$ cat config.mk
export PLATFORM = sky130hd
export DESIGN_NAME = fraction_reducer
export DESIGN_NICKNAME = d
export VERILOG_FILES = /design/src/rtl/fraction_reducer.sv
export SDC_FILE = /design/constraint.sdc
export NUM_CORES = 1
export LEC_CHECK = 0
export CORE_MARGIN = 4
export CORE_UTILIZATION = 51
export DETAILED_ROUTE_END_ITERATION = 6
export GPL_ROUTABILITY_DRIVEN = 0
export PLACE_DENSITY = 0.83
export SLEW_MARGIN = 20
export SYNTH_ARGS = -nofsm -noshare
export SYNTH_HDL_FRONTEND = slang
export SYNTH_SLANG_ARGS = --single-unit
$ cat constraint.sdc
create_clock -name clk -period 3.5 [get_ports clk]
set_clock_uncertainty 0.15 [all_clocks]
set_input_delay 0.35 -clock clk [delete_from_list [all_inputs] [get_ports clk]]
set_output_delay 0.35 -clock clk [all_outputs]
set_load 0.01 [all_outputs]
$ cat src/rtl/fraction_reducer.sv
// Fraction reducer: divides num and den by their GCD with two restoring dividers.
//
// Ports:
//   clk, rst_n               clock, asynchronous active-low reset
//   in_valid, in_ready       operand handshake for num, den and g
//   num, den, g              unsigned operands and their GCD
//   out_valid, out_ready     result handshake
//   num_red, den_red         num/g and den/g
//   err                      g==0, or a nonzero remainder in either division

module fraction_reducer #(
    parameter int WIDTH = 8
) (
    input  logic             clk,
    input  logic             rst_n,
    input  logic             in_valid,
    output logic             in_ready,
    input  logic [WIDTH-1:0] num,
    input  logic [WIDTH-1:0] den,
    input  logic [WIDTH-1:0] g,
    output logic             out_valid,
    input  logic             out_ready,
    output logic [WIDTH-1:0] num_red,
    output logic [WIDTH-1:0] den_red,
    output logic             err
);

    localparam int CW = $clog2(WIDTH);

    typedef enum logic [1:0] {
        IDLE,
        DIV,
        DONE
    } state_t;

    state_t           state;
    logic [CW-1:0]    cnt;
    logic [WIDTH-1:0] dvd_n;
    logic [WIDTH-1:0] dvd_d;
    logic [WIDTH-1:0] dvs;
    logic [WIDTH-1:0] rem_n;
    logic [WIDTH-1:0] rem_d;
    logic [WIDTH-1:0] q_n;
    logic [WIDTH-1:0] q_d;

    // One restoring step per divider. The shifted remainder carries an
    // extra MSB so the shift never overflows; after a step the remainder
    // is below the divisor again and fits in WIDTH bits.
    logic [WIDTH:0] sh_n;
    logic [WIDTH:0] sh_d;
    logic [WIDTH:0] nx_n;
    logic [WIDTH:0] nx_d;
    logic           ge_n;
    logic           ge_d;

    always_comb begin
        sh_n = {rem_n, dvd_n[cnt]};
        sh_d = {rem_d, dvd_d[cnt]};
        ge_n = (sh_n >= {1'b0, dvs});
        ge_d = (sh_d >= {1'b0, dvs});
        nx_n = ge_n ? (sh_n - {1'b0, dvs}) : sh_n;
        nx_d = ge_d ? (sh_d - {1'b0, dvs}) : sh_d;
    end

    assign in_ready = (state == IDLE);

    always_ff @(posedge clk or negedge rst_n) begin
        if (!rst_n) begin
            state     <= IDLE;
            cnt       <= '0;
            dvd_n     <= '0;
            dvd_d     <= '0;
            dvs       <= '0;
            rem_n     <= '0;
            rem_d     <= '0;
            q_n       <= '0;
            q_d       <= '0;
            out_valid <= 1'b0;
            num_red   <= '0;
            den_red   <= '0;
            err       <= 1'b0;
        end else begin
            unique case (state)
                IDLE: begin
                    if (in_valid) begin
                        dvd_n <= num;
                        dvd_d <= den;
                        dvs   <= g;
                        rem_n <= '0;
                        rem_d <= '0;
                        q_n   <= '0;
                        q_d   <= '0;
                        cnt   <= CW'(WIDTH - 1);
                        if (g == '0) begin
                            // Division by zero: pass operands through.
                            state     <= DONE;
                            out_valid <= 1'b1;
                            num_red   <= num;
                            den_red   <= den;
                            err       <= 1'b1;
                        end else begin
                            state <= DIV;
                        end
                    end
                end
                DIV: begin
                    rem_n <= nx_n[WIDTH-1:0];
                    rem_d <= nx_d[WIDTH-1:0];
                    q_n   <= {q_n[WIDTH-2:0], ge_n};
                    q_d   <= {q_d[WIDTH-2:0], ge_d};
                    cnt   <= cnt - 1'b1;
                    if (cnt == '0) begin
                        state     <= DONE;
                        out_valid <= 1'b1;
                        num_red   <= {q_n[WIDTH-2:0], ge_n};
                        den_red   <= {q_d[WIDTH-2:0], ge_d};
                        err       <= (nx_n != '0) || (nx_d != '0);
                    end
                end
                DONE: begin
                    if (out_ready) begin
                        state     <= IDLE;
                        out_valid <= 1'b0;
                    end
                end
                default: begin
                    state     <= IDLE;
                    out_valid <= 1'b0;
                end
            endcase
        end
    end

endmodule

Yosys cells after proc, flatten, opt, wreduce, memory -nomap -nowiden
Cells that the tools add are included.
- logic and storage cells: 70
- output and inout bits: 19
- input port bits: 28
- register bits: 77
- equal/unequal tests: 6
- reduce and logical (&&, ||, !) cells: 12
- order comparisons: 3
- add/sub/neg operators: 3
- mux-type cells: 33
- operators by type and width (kind ; number):
    $pmux W8 S2 ; 4
    $mux W8 ; 7
    $pmux W7 S2 ; 2
    $ge A9 B8 Y1 ; 2
    $mux W9 ; 2
    $reduce_bool A9 Y1 ; 2
    $sub A9 B8 Y9 ; 2
    $logic_not A8 Y1 ; 1
    $mux W2 ; 4
    $reduce_and A4 Y1 ; 2
    $mux W1 ; 7
    $bmux W1 S3 ; 2
    $ne A2 B2 Y1 const B ; 3
    $pmux W2 S3 ; 1
    $pmux W3 S2 ; 1
    $lt A3 B4 Y1 const B ; 1
    $reduce_and A2 Y1 ; 2
    $logic_not A3 Y1 ; 1
    $mux W3 ; 1
    $pmux W1 S3 ; 1
    $reduce_and A3 Y1 ; 1
    $sub A3 B1 Y3 const B ; 1
    $eq A2 B1 Y1 const B ; 1
    $eq A2 B2 Y1 const B ; 1
    5 further kinds ; 5

Depth between registers and ports, before layout
Gate-level depths: netlist of the first run.
- depth in word-level cells: 8
- gate-level depth with buffers: 12
- mapped depth without buffers: 11

Worst setup path before layout of the first run
OpenSTA, ideal clock, no wires.
- path type: flip-flop to flip-flop
- start: reg cnt[0]
- end: reg err
- period minus slack after synthesis: 3.360 ns
- library setup time: 0.126 ns
- required time: 3.224 ns
- buffers on the path: 2
- slack: 0.140 ns
- cell stages (with the launch flop): 12
- arrival time: 3.084 ns
- cells stage by stage: dfrtp_1 clkbuf_1 mux4_2 mux2i_1 ha_1 a31oi_1 a31oi_2 or2_2 clkbuf_1 a31oi_1 nand4_1 o32a_1
- cells in the longest elaborated chain, start to end: 8
- elaborated cells on any way between the ends: 18
- those cells by class: add/sub (2); order compare (2); eq/ne (1); mux (8); reduce/logical (5)
- RTL lines (element ; line ; text):
    from (decl) ; 37 ; logic [CW-1:0] cnt;
    from (signal assigned) ; 93 ; cnt <= CW'(WIDTH - 1);
    from (signal assigned) ; 111 ; cnt <= cnt - 1'b1;
    $bmux W1 S3, on equally long branches ; 57, 58 ;
    $mux W1, on equally long branches ; 57, 58 ;
    $sub A9 B8 Y9, or another cell as far along ; 61 ; nx_n = ge_n ? (sh_n - {1'b0, dvs}) : sh_n;
    $mux W9, on equally long branches ; 61, 62 ;
    $reduce_bool A9 Y1 ; 117 ; err <= (nx_n != '0) || (nx_d != '0);
    $logic_or A1 B1 Y1 ; 117 ;
    $mux W1 ; 112 ; if (cnt == '0) begin
    $pmux W1 S2 ; 83 ; unique case (state)
    to (signal assigned) ; 117 ;
    to (decl) ; 25 ; output logic err
Parallel ways exist; a longest one is shown, timed or not. The select of a mux whose other input is x is not followed.
A chain may end at the register's enable or synchronous reset.

Worst setup path after layout of the first run
Same ends and word-level chain as after synthesis.

==> results of run 1 <==
==> power by group through the flow <==
stage / registers, W / logic, W / clock network (W)
CTS: 0.00168 / 0.00360 / 0.000687
finish: 0.00169 / 0.00368 / 0.000680
global placement: 0.00168 / 0.00344 / 0
detailed placement: 0.00169 / 0.00358 / 0
global route: 0.00173 / 0.00410 / 0.000733
floorplan: 0.00161 / 0.00259 / 0
==> state kept, by name, summed over array words and instances, names as in the netlist <==
| register | flops |
|---|---|
| dvd_d | 8 |
| state | 2 |
| cnt | 3 |
| num_red | 8 |
| err | 1 |
| q_d | 7 |
| out_valid | 1 |
| dvs | 8 |
| dvd_n | 8 |
| rem_n | 8 |
| rem_d | 8 |
| q_n | 7 |
| den_red | 8 |
==> area by class of cell <==
type                    instances  share of cell area
inverters                      15              0.0112
multi-input cells             360               0.427
repair buffers                 58               0.113
well taps                     102              0.0254
clock buffers                  10              0.0254
flip-flops and latches         77               0.383
clock inverters                 6              0.0137
==> logic make-up (layout without fill, tap and decap cells) <==
logic type,after synthesis,count (layout),share of synthesized area
flops,77,77,0.458
buf+inv,39,89,0.0351
fa+ha+maj,21,21,0.0660
xor+xnor,11,11,0.0229
mux,21,21,0.0628
simple gates,217,217,0.219
compound gates,90,90,0.136
==> metal layers <==
layer,wire length [µm],share of wire
met4,237,0.023
met5,0,0
met1,4610,0.45
met2,4860,0.47
met3,521,0.051
==> worst max-delay path by stage <==
stage	from	end	depth (start not counted)
6_report	cnt[0]	err	10
5_1_grt	cnt[0]	err	11
4_1_cts	cnt[0]	err	10
3_5_place_dp	cnt[0]	err	10
3_3_place_gp	cnt[0]	err	9
2_1_floorplan	cnt[0]	err	11
==> worst max-delay path, cell delays in order (launching register included) <==
cell and delay (ns):
sky130_fd_sc_hd__dfrtp_2 0.46, sky130_fd_sc_hd__mux4_2 0.53, sky130_fd_sc_hd__mux2i_2 0.23, sky130_fd_sc_hd__ha_1 0.22, sky130_fd_sc_hd__fa_1 0.21, sky130_fd_sc_hd__nand2b_1 0.16
sky130_fd_sc_hd__a21oi_1 0.10, sky130_fd_sc_hd__xor2_1 0.17, sky130_fd_sc_hd__or4_1 0.40, sky130_fd_sc_hd__o32a_1 0.32, sky130_fd_sc_hd__o32a_1 0.29
==> Yosys cell counts (4+ instances only) <==
library cell               instances
sky130_fd_sc_hd__o21ai_0          29
sky130_fd_sc_hd__nor2b_1           5
sky130_fd_sc_hd__a21oi_1          10
sky130_fd_sc_hd__clkbuf_1         23
sky130_fd_sc_hd__mux4_2            4
sky130_fd_sc_hd__o21ai_1           5
sky130_fd_sc_hd__xor2_1            8
sky130_fd_sc_hd__nand2b_1          5
sky130_fd_sc_hd__nor2_1           33
sky130_fd_sc_hd__mux2i_1          14
sky130_fd_sc_hd__dfrtp_1          77
sky130_fd_sc_hd__and3_1            4
sky130_fd_sc_hd__ha_1             19
sky130_fd_sc_hd__nand3_1           8
sky130_fd_sc_hd__inv_1            15
sky130_fd_sc_hd__a31oi_1          17
sky130_fd_sc_hd__nand2_1         141
==> stage by stage <==
stage	hold slack (ns)	instances	util	setup slack (ns)
6_report	0.262	628	0.638	0.148
5_1_grt	0.303	628	0.638	0.0112
4_1_cts	0.0392	626	0.631	0.0376
3_5_place_dp	0.307	610	0.606	0.0605
3_3_place_gp	0.308	610	0.606	0.194
2_1_floorplan	-0.0956	476	-	0.140
==> repair_timing <==
item / CTS / global route
hold buffers: 0 / 1
endpoints found under the setup margin: 0 / 1
gates resized for setup: 0 / 4
hold endpoints to repair: 0 / 17
==> cells in the final DEF (no fill, tap or decap), drive strengths merged, types with 12 or more instances in the layout <==
| cell type | n |
|---|---|
| buf | 12 |
| o21ai | 34 |
| mux2i | 14 |
| dfrtp | 77 |
| a31oi | 18 |
| ha | 19 |
| nand2 | 141 |
| clkdlybuf4s50 | 45 |
| inv | 17 |
| nor2 | 34 |
==> reports/results.ini, run 1 <==
[status]
outcome = finished, final reports clean

[timing]
finalHoldViolations = 0
fin_crit_share = 0.958
setup-violations-final = 0
final-max-slew-violation-count = 0
worst_pin_slew_ns = 0.923
timing.fmax_mhz = 298
max-slew-margin-rel = 0.382
timing.final.crit_period_ns = 3.35
rsz_0062_raised_after_global_routing = false
totalNegativeSetupSlack_ns = 0

[synthesis]
synth.top_cell.area_share = 0.458
most_area_consuming_cells_after_synthesis = sky130_fd_sc_hd__dfrtp_1, sky130_fd_sc_hd__nand2_1, sky130_fd_sc_hd__ha_1
yosysSeqAreaShare = 0.458
synth_largest_area_cell = sky130_fd_sc_hd__dfrtp_1
synth_flop_cell = sky130_fd_sc_hd__dfrtp_1
netlist_cell_types = 51
synthCells = 476
seq_cells_post_synth = 77
syn-cell-area_mm2 = 0.00421
synth-edff-count = 0
synth.avg_cell_area_um2 = 8.84
synth-warning-count = 0
mappedNetlistNets = 525
synth-async-reset-ratio = 1.00

[floorplan]
floorplan.die_area_mm2 = 0.00977
design.core.area_mm2 = 0.00789
initial_core_util = 0.533
design.portCount = 47
die-height_um = 98.8
fp-row-count = 32
dieWidth_um = 98.8

[global_route]
met3_usage = 0.0375
grt_pass1_vias = 3552
grt-ovfl-total = 0
use_met1 = 0.305
grt_antenna_before_repair = 0
global_route_usage_over_all_layers = 0.220
gr_busiest_metal = met2
grtUsageMet2 = 0.345
grt_first_pass_wirelength_mm = 17.3
largest_net_degree_at_the_start_of_global_routing = 78

[finish]
layout.filler_cells = 604
finish.instance_area_mm2 = 0.00503
antenna_cells_inserted = 0
area_growth_syn_to_layout_pct = 19.5
regArea_mm2 = 0.00193
numnets_final = 570
multi_input_comb_area_mm2 = 0.00215
drive_gt1_frac = 0.0837

[power_and_ir_drop]
p_total_w = 0.00605
pwr-share-comb = 0.609
p_leak_nw = 2.31
seq_power_share = 0.279
switchingPower_w = 0.00274
vdd_ir_drop_max_mv = 0.436
power.switching_fraction = 0.453
clock_power_share = 0.112
power.density_cell_area_mw_per_mm2 = 1200
p_int_w = 0.00331

[detailed_routing]
final_antenna_net_count = 0
dr.first_iter.drc_count = 233
route.vias.total = 3568
drcViolationCount = 0
drt-wirelength-per-cell_um = 16.3
routed_wl_mm = 10.2
post_drt_via_cell_ratio = 5.68
1st_pass_router_iterations = 5

[cts]
clock_path_buffers = 2
clock_transition_at_the_register_clock_pins_on_the_worst_setup_and_hold_paths_after_cts_ns = 0.08
clk-insertion-delay-late_ns = 0.35
cts_sinks = 77
cts_root_buf = sky130_fd_sc_hd__clkbuf_8
cts_tree = done
postCtsSetupBuffers = 0
cts-buffers-inserted = 9
htree_levels = 3

[placement]
detailedPlacementHpwl_mm = 7.37
placed_cell_area_mm2 = 0.00478
numPortBuffers = 46

[critical_path]
worst-endpoint-arrival_ns = 3.43
element_type_at_the_critical_path_end = flip-flop
critical_path_class = flip-flop to flip-flop
setup.worst_path.start_class = flip-flop
capturing_point_of_the_worst_reg2reg_path = err
reg2reg_depth = 10
cp_max_fo = 6
worst-r2r-setup-slack_ns = 0.15
rr_startpoint = cnt[0]
worst-endpoint-required_ns = 3.58

[hold_path]
hold_class = primary input to asynchronous set/reset pin

[flow_run]
max_cap_violations = 0

Note: power is estimated with default switching activity, not from simulation.
==> inputs of run 2 (changes only) <==
- CAP_MARGIN: default -> 25
==> results of run 2 <==
Final layout, timing and power as in run 1 (identical DEF).
